==> src/rtl/uart_rx_ctrl_if.sv <==
// uart_rx_ctrl_if: received-byte and status bundle between the UART receive
// controller (master) and the receive FIFO / host side (slave).
interface uart_rx_ctrl_if #(
    parameter int DATA_BITS = 8
);
    logic [DATA_BITS-1:0] rx_data;
    logic                 rx_valid;
    logic                 frame_err;
    logic                 parity_err;
    logic                 busy;

    modport master (
        output rx_data,
        output rx_valid,
        output frame_err,
        output parity_err,
        output busy
    );

    modport slave (
        input rx_data,
        input rx_valid,
        input frame_err,
        input parity_err,
        input busy
    );
endinterface

==> src/rtl/uart_rx_ctrl.sv <==
// uart_rx_ctrl: UART receive controller. Synchronizes rx, detects the start
// edge and samples start, data, optional parity and stop bits mid-bit using
// the oversample tick. Emits one byte per frame plus framing/parity flags.
// Optional feature macro: UART_RX_PARITY_EN (even parity bit after the data).
module uart_rx_ctrl #(
    parameter int OS        = 16,
    parameter int DATA_BITS = 8
) (
    input  logic            clk,
    input  logic            rst,
    input  logic            baud_tick,
    input  logic            rx,
    uart_rx_ctrl_if.master  rx_if
);

    localparam int TW = $clog2(OS);
    localparam int BW = $clog2(DATA_BITS);

    localparam logic [TW-1:0] T_HALF = TW'(OS / 2 - 1);
    localparam logic [TW-1:0] T_FULL = TW'(OS - 1);
    localparam logic [BW-1:0] B_LAST = BW'(DATA_BITS - 1);

    typedef enum logic [2:0] {
        IDLE,
        START,
        DATA,
        PARITY,
        STOP
    } state_t;

    state_t                state, state_nx;
    logic                  s1, s2, s3;
    logic                  fall;
    logic [TW-1:0]         tcnt, tcnt_nx;
    logic [BW-1:0]         bcnt, bcnt_nx;
    logic [DATA_BITS-1:0]  shreg, shreg_nx;
    logic [DATA_BITS-1:0]  data_q, data_nx;
    logic                  valid_q, valid_nx;
    logic                  ferr_q, ferr_nx;
    logic                  busy_q, busy_nx;
`ifdef UART_RX_PARITY_EN
    logic                  par_bit, par_bit_nx;
    logic                  par_ok;
    logic                  perr_q, perr_nx;
`endif

    // Two-flop synchronizer plus a delay flop for start-edge detection
    always_ff @(posedge clk or posedge rst) begin
        if (rst) begin
            s1 <= 1'b1;
            s2 <= 1'b1;
            s3 <= 1'b1;
        end else begin
            s1 <= rx;
            s2 <= s1;
            s3 <= s2;
        end
    end

    assign fall = ~s2 & s3;

    // State register
    always_ff @(posedge clk or posedge rst) begin
        if (rst) begin
            state <= IDLE;
        end else begin
            state <= state_nx;
        end
    end

    // Next-state, counter, shift register and output-pulse logic
    always_comb begin
        state_nx = state;
        tcnt_nx  = tcnt;
        bcnt_nx  = bcnt;
        shreg_nx = shreg;
        data_nx  = data_q;
        valid_nx = 1'b0;
        ferr_nx  = 1'b0;
`ifdef UART_RX_PARITY_EN
        par_bit_nx = par_bit;
        perr_nx    = 1'b0;
        par_ok     = ~(^{shreg, par_bit});
`endif
        case (state)
            IDLE: begin
                if (fall) begin
                    tcnt_nx  = '0;
                    state_nx = START;
                end
            end
            START: begin
                if (baud_tick) begin
                    if (tcnt == T_HALF) begin
                        if (!s2) begin
                            tcnt_nx  = '0;
                            bcnt_nx  = '0;
                            state_nx = DATA;
                        end else begin
                            state_nx = IDLE;
                        end
                    end else begin
                        tcnt_nx = tcnt + 1'b1;
                    end
                end
            end
            DATA: begin
                if (baud_tick) begin
                    if (tcnt == T_FULL) begin
                        shreg_nx = {s2, shreg[DATA_BITS-1:1]};
                        tcnt_nx  = '0;
                        if (bcnt == B_LAST) begin
`ifdef UART_RX_PARITY_EN
                            state_nx = PARITY;
`else
                            state_nx = STOP;
`endif
                        end else begin
                            bcnt_nx = bcnt + 1'b1;
                        end
                    end else begin
                        tcnt_nx = tcnt + 1'b1;
                    end
                end
            end
            PARITY: begin
`ifdef UART_RX_PARITY_EN
                if (baud_tick) begin
                    if (tcnt == T_FULL) begin
                        par_bit_nx = s2;
                        tcnt_nx    = '0;
                        state_nx   = STOP;
                    end else begin
                        tcnt_nx = tcnt + 1'b1;
                    end
                end
`else
                state_nx = IDLE;
`endif
            end
            STOP: begin
                if (baud_tick) begin
                    if (tcnt == T_FULL) begin
                        data_nx  = shreg;
                        ferr_nx  = ~s2;
`ifdef UART_RX_PARITY_EN
                        valid_nx = s2 & par_ok;
                        perr_nx  = ~par_ok;
`else
                        valid_nx = s2;
`endif
                        state_nx = IDLE;
                    end else begin
                        tcnt_nx = tcnt + 1'b1;
                    end
                end
            end
            default: begin
                state_nx = IDLE;
            end
        endcase
        busy_nx = (state_nx != IDLE);
    end

    // Datapath and registered outputs
    always_ff @(posedge clk or posedge rst) begin
        if (rst) begin
            tcnt    <= '0;
            bcnt    <= '0;
            shreg   <= '0;
            data_q  <= '0;
            valid_q <= 1'b0;
            ferr_q  <= 1'b0;
            busy_q  <= 1'b0;
        end else begin
            tcnt    <= tcnt_nx;
            bcnt    <= bcnt_nx;
            shreg   <= shreg_nx;
            data_q  <= data_nx;
            valid_q <= valid_nx;
            ferr_q  <= ferr_nx;
            busy_q  <= busy_nx;
        end
    end

`ifdef UART_RX_PARITY_EN
    // Captured parity bit and registered parity-error pulse
    always_ff @(posedge clk or posedge rst) begin
        if (rst) begin
            par_bit <= 1'b0;
            perr_q  <= 1'b0;
        end else begin
            par_bit <= par_bit_nx;
            perr_q  <= perr_nx;
        end
    end

    assign rx_if.parity_err = perr_q;
`else
    assign rx_if.parity_err = 1'b0;
`endif

    assign rx_if.rx_data   = data_q;
    assign rx_if.rx_valid  = valid_q;
    assign rx_if.frame_err = ferr_q;
    assign rx_if.busy      = busy_q;

endmodule

==> src/flat_wrapper.sv <==
// flat-port wrapper written by rule: the top's interface ports become plain ports
module uart_rx_ctrl_flat 
#(
    parameter int OS        = 16,
    parameter int DATA_BITS = 8
)
  (clk, rst, baud_tick, rx, rx_if_rx_data, rx_if_rx_valid, rx_if_frame_err, rx_if_parity_err, rx_if_busy);
  uart_rx_ctrl_if #(.DATA_BITS(DATA_BITS)) rx_if_i ();
  input  logic clk;
  input  logic rst;
  input  logic baud_tick;
  input  logic rx;
  output wire logic [$bits(rx_if_i.rx_data)-1:0] rx_if_rx_data;
  output wire logic [$bits(rx_if_i.rx_valid)-1:0] rx_if_rx_valid;
  output wire logic [$bits(rx_if_i.frame_err)-1:0] rx_if_frame_err;
  output wire logic [$bits(rx_if_i.parity_err)-1:0] rx_if_parity_err;
  output wire logic [$bits(rx_if_i.busy)-1:0] rx_if_busy;
  assign rx_if_rx_data = rx_if_i.rx_data;
  assign rx_if_rx_valid = rx_if_i.rx_valid;
  assign rx_if_frame_err = rx_if_i.frame_err;
  assign rx_if_parity_err = rx_if_i.parity_err;
  assign rx_if_busy = rx_if_i.busy;
  uart_rx_ctrl #(.OS(OS), .DATA_BITS(DATA_BITS)) u_core (.clk(clk), .rst(rst), .baud_tick(baud_tick), .rx(rx), .rx_if(rx_if_i));
endmodule
==> config.mk <==
export PLATFORM = sky130hd
export DESIGN_NAME = uart_rx_ctrl_flat
export DESIGN_NICKNAME = d
export VERILOG_FILES = /design/src/rtl/uart_rx_ctrl_if.sv /design/src/rtl/uart_rx_ctrl.sv /design/src/flat_wrapper.sv
export SDC_FILE = /design/constraint.sdc
export NUM_CORES = 1
export LEC_CHECK = 0
export ABC_AREA = 1
export CAP_MARGIN = 20
export CORE_MARGIN = 2
export CORE_UTILIZATION = 50
export CTS_BUF_LIST = sky130_fd_sc_hd__clkbuf_16
export DETAILED_ROUTE_END_ITERATION = 7
export PLACE_DENSITY = 0.86
export SLEW_MARGIN = 40
export SYNTH_ARGS = -nofsm -noshare
export SYNTH_HDL_FRONTEND = slang
export SYNTH_SLANG_ARGS = --single-unit
==> constraint.sdc <==
create_clock -name clk -period 1.55 [get_ports clk]
set_clock_uncertainty 0.15 [all_clocks]
set_input_delay 0.31 -clock clk [delete_from_list [all_inputs] [get_ports clk]]
set_output_delay 0.31 -clock clk [all_outputs]
set_load 0.02 [all_outputs]
==> run metrics <==
cell row count=20; antenna violations before repair=0; global placer's final weighted congestion=0.856; Data required, critical path=1560 ps; Max Fclk=between 600 and 700 MHz; DRC Markers=0; Post-DRT Antenna Nets=0; wire per inst=13.0 µm; Syn. warnings=0; period utilisation layout=100%; Arrival @ worst endpoint=1560 ps; worst-path maximum fanout=16; pwr/cell area=~1200 nW/µm²; Placeable Area=just over 3000 µm²; antenna fix cells=0; IO buf count=14; Critical Path Max Stage Delay=roughly 400 ps; register area share after synthesis=between 50% and 60%; Avg Vias per Cell=~5.0; crit start category=flop; maximum VDD drop=0.881 mV; Max Cap Viol=0; failing checks=setup timing; HPWL after detailed placement=between 2 and 2.5 mm; crit path max-delay cell type=dfrtp_1; Setup WS pre-CTS=-267 ps; CTS tree=built; CP Cell Sequence=ha_4 -> nand3_4 -> nor2_4 -> nand2_4 -> nand2_1 -> o21ai_2; layout cell share with drive strength beyond 1=34.4%; post-route cell area=2110 µm²; Worst-path clk slew=around 50 ps; post-layout min period=approximately 1600 ps; Netlist cell types=27; area of the die=around 3600 µm²; Final WS setup=-2.72 ps; grt ovf=0; final wirelength=3.41 mm; Placement Cell Area=approximately 1900 µm²; CTS Buf Count=5; cells after synthesis=around 180; starting density of the core=between 50% and 60%; vias in the first global route=between 1000 and 1500; synthesized area per cell=roughly 8.9 µm²; Top Ports=16; area of the multi-input gates=723 µm²; initial DRC count=between 70 and 80; Clock Root Buffer=clkbuf_16; synthesized flop and latch total=32; final max-slew violation count=0; maximum clock path buffer count=2; status=complete, but fails checks; RSZ-0062 raised after global routing=true; All-Layer GR Usage=between 20 and 25%; Pre-antenna DRT Iters=4; largest net degree at the start of global routing=19; Storage cell area=807 µm²; Die Y=about 60 µm; crit end category=flop; Layout Nets=224; post-CTS setup buffer count=0; Pleak=1.07 nW; H-Tree Depth=2; Mapped Area=around 1600 µm²; critical path type=reg2reg; CTS sink count=32; worst min path class=in2async; Chip Width=between 60 and 70 µm; via count=roughly 1300; Synth Net Count=about 180; Final Util=a little over two thirds; Final setup viols=2; fill cell count=between 200 and 250; worst skew pair latency=280 ps; first-pass GRT wire length=roughly 5.7 mm; final hold vios=0; Syn-to-layout area delta=34.2%
==> Yosys cell counts <==
| cell | count | share of area (%) |
|---|---|---|
| nand2_1 | 43 | 10 |
| dfrtp_1 | 29 | 46 |
| nand3_1 | 20 | 6.4 |
| inv_1 | 19 | 4.5 |
| o21ai_1 | 14 | 4.5 |
| nor2_1 | 10 | 2.4 |
| o21ai_2 | 8 | 4.5 |
| dfstp_2 | 3 | 5.0 |
| ha_1 | 3 | 2.4 |
| inv_2 | 3 | 0.72 |
| nand2_2 | 3 | 1.2 |
| a21oi_1 | 2 | 0.64 |
| buf_6 | 2 | 1.4 |
| nand3_2 | 2 | 1.3 |
| nor2_2 | 2 | 0.80 |
| nor2_4 | 2 | 1.4 |
| nor3_1 | 2 | 0.64 |
| buf_4 | 1 | 0.48 |
| conb_1 | 1 | 0.24 |
| mux2_4 | 1 | 0.96 |
| nand2_4 | 1 | 0.72 |
| nand3_4 | 1 | 1.1 |
| nand3b_1 | 1 | 0.48 |
| nand4_1 | 1 | 0.40 |
| o22ai_1 | 1 | 0.40 |
| or2_2 | 1 | 0.40 |
| xnor2_1 | 1 | 0.56 |
==> cells in the final DEF, fill, tap and decap left out, drive strengths merged, types with 3 or more instances in the layout <==
cell type and count:
nor2 14, ha 3, dfstp 3, dfrtp 29, clkbuf 5, clkdlybuf4s50 3
inv 23, nand2 47, o21ai 22, dlygate4sd2 11, buf 22, nand3 23
==> cell families (layout without fill, tap and decap cells) <==
| logic type | Yosys count | count (layout) | synth area share, % |
|---|---|---|---|
| and+or+nand+nor | 89 | 89 | 27.5 |
| buffers and inverters | 25 | 66 | 7.17 |
| AOI/OAI and AO/OA | 25 | 25 | 9.96 |
| xor gates and xnor gates | 1 | 1 | 0.558 |
| other | 1 | 1 | 0.239 |
| adders and majority gates | 3 | 3 | 2.39 |
| DFF | 32 | 32 | 51.2 |
| muxes | 1 | 1 | 0.956 |
==> critical path, delay by kind of cell (launching register included) <==
kind	cells	cell delay (ps)
flip-flops	1	390
AND/OR/NAND/NOR	4	640
AO/OA/AOI/OAI	1	70
adder cells (fa/ha/maj)	1	180
==> power breakdown <==
part           total, W  switching [W]  leakage (nW)  internal [W]
combinational  0.000748       0.000405         0.582      0.000343
sequential     0.000967      0.0000621         0.423      0.000905
clock          0.000902       0.000326        0.0701      0.000575
==> sequential cells by signal, summed over array words and instances (netlist names) <==
register / cells
u_core.rx_if.rx_data: 8
u_core.tcnt: 4
u_core.state: 3
u_core.rx_if.frame_err: 1
u_core.s3: 1
u_core.rx_if.rx_valid: 1
u_core.s2: 1
u_core.s1: 1
u_core.rx_if.busy: 1
u_core.shreg: 8
u_core.bcnt: 3
==> stage by stage <==
| stage | std cells | setup TNS, ps | total power (W) | hold slack [ps] |
|---|---|---|---|---|
| floorplan | 177 | 0 | 0.00140 | 164 |
| global placement | 254 | -4210 | 0.00165 | 196 |
| detailed placement | 254 | -5120 | 0.00166 | 199 |
| CTS | 262 | 0 | 0.00258 | 117 |
| global route | 262 | -1230 | 0.00276 | 142 |
| finish | 262 | -4.99 | 0.00262 | 117 |
==> final timing paths <==
| path | from | to | slack, ps | cells after the start |
|---|---|---|---|---|
| min in group clk | u_core.s1 | u_core.s2 | 200 | 0 |
| max in group asynchronous | rst | u_core.shreg[5] | 620 | 3 |
| worst max register to register | u_core.tcnt[1] | u_core.shreg[2] | -3 | 6 |
| worst max-delay path | u_core.tcnt[1] | u_core.shreg[2] | -3 | 6 |
| worst min register to register | u_core.s1 | u_core.s2 | 200 | 0 |
| worst min-delay path | rst | u_core.tcnt[1] | 120 | 2 |
==> timing repair <==
item / CTS / global route
setup endpoints to repair: 27 / 22
cloned: 0 / 0
hold buffers: 0 / 0
resized for setup: 14 / 22
pin swaps: 0 / 9
==> per-layer routing <==
metal	part of all wire, %	global-route usage [%]
met1	42	26.8
met2	52	35.6
met3	3.9	6.28
met4	2.1	9.21
met5	0	0
==> layout make-up <==
type / instances / area share [%]
sequential: 32 / 38.3
multi-input combinational: 120 / 34.3
timing repair buffer: 36 / 14.4
clock buffer: 5 / 5.94
inverter: 22 / 3.92
tap: 44 / 2.61
clock inverter: 3 / 0.534
Power figures use the tool's default switching activity.
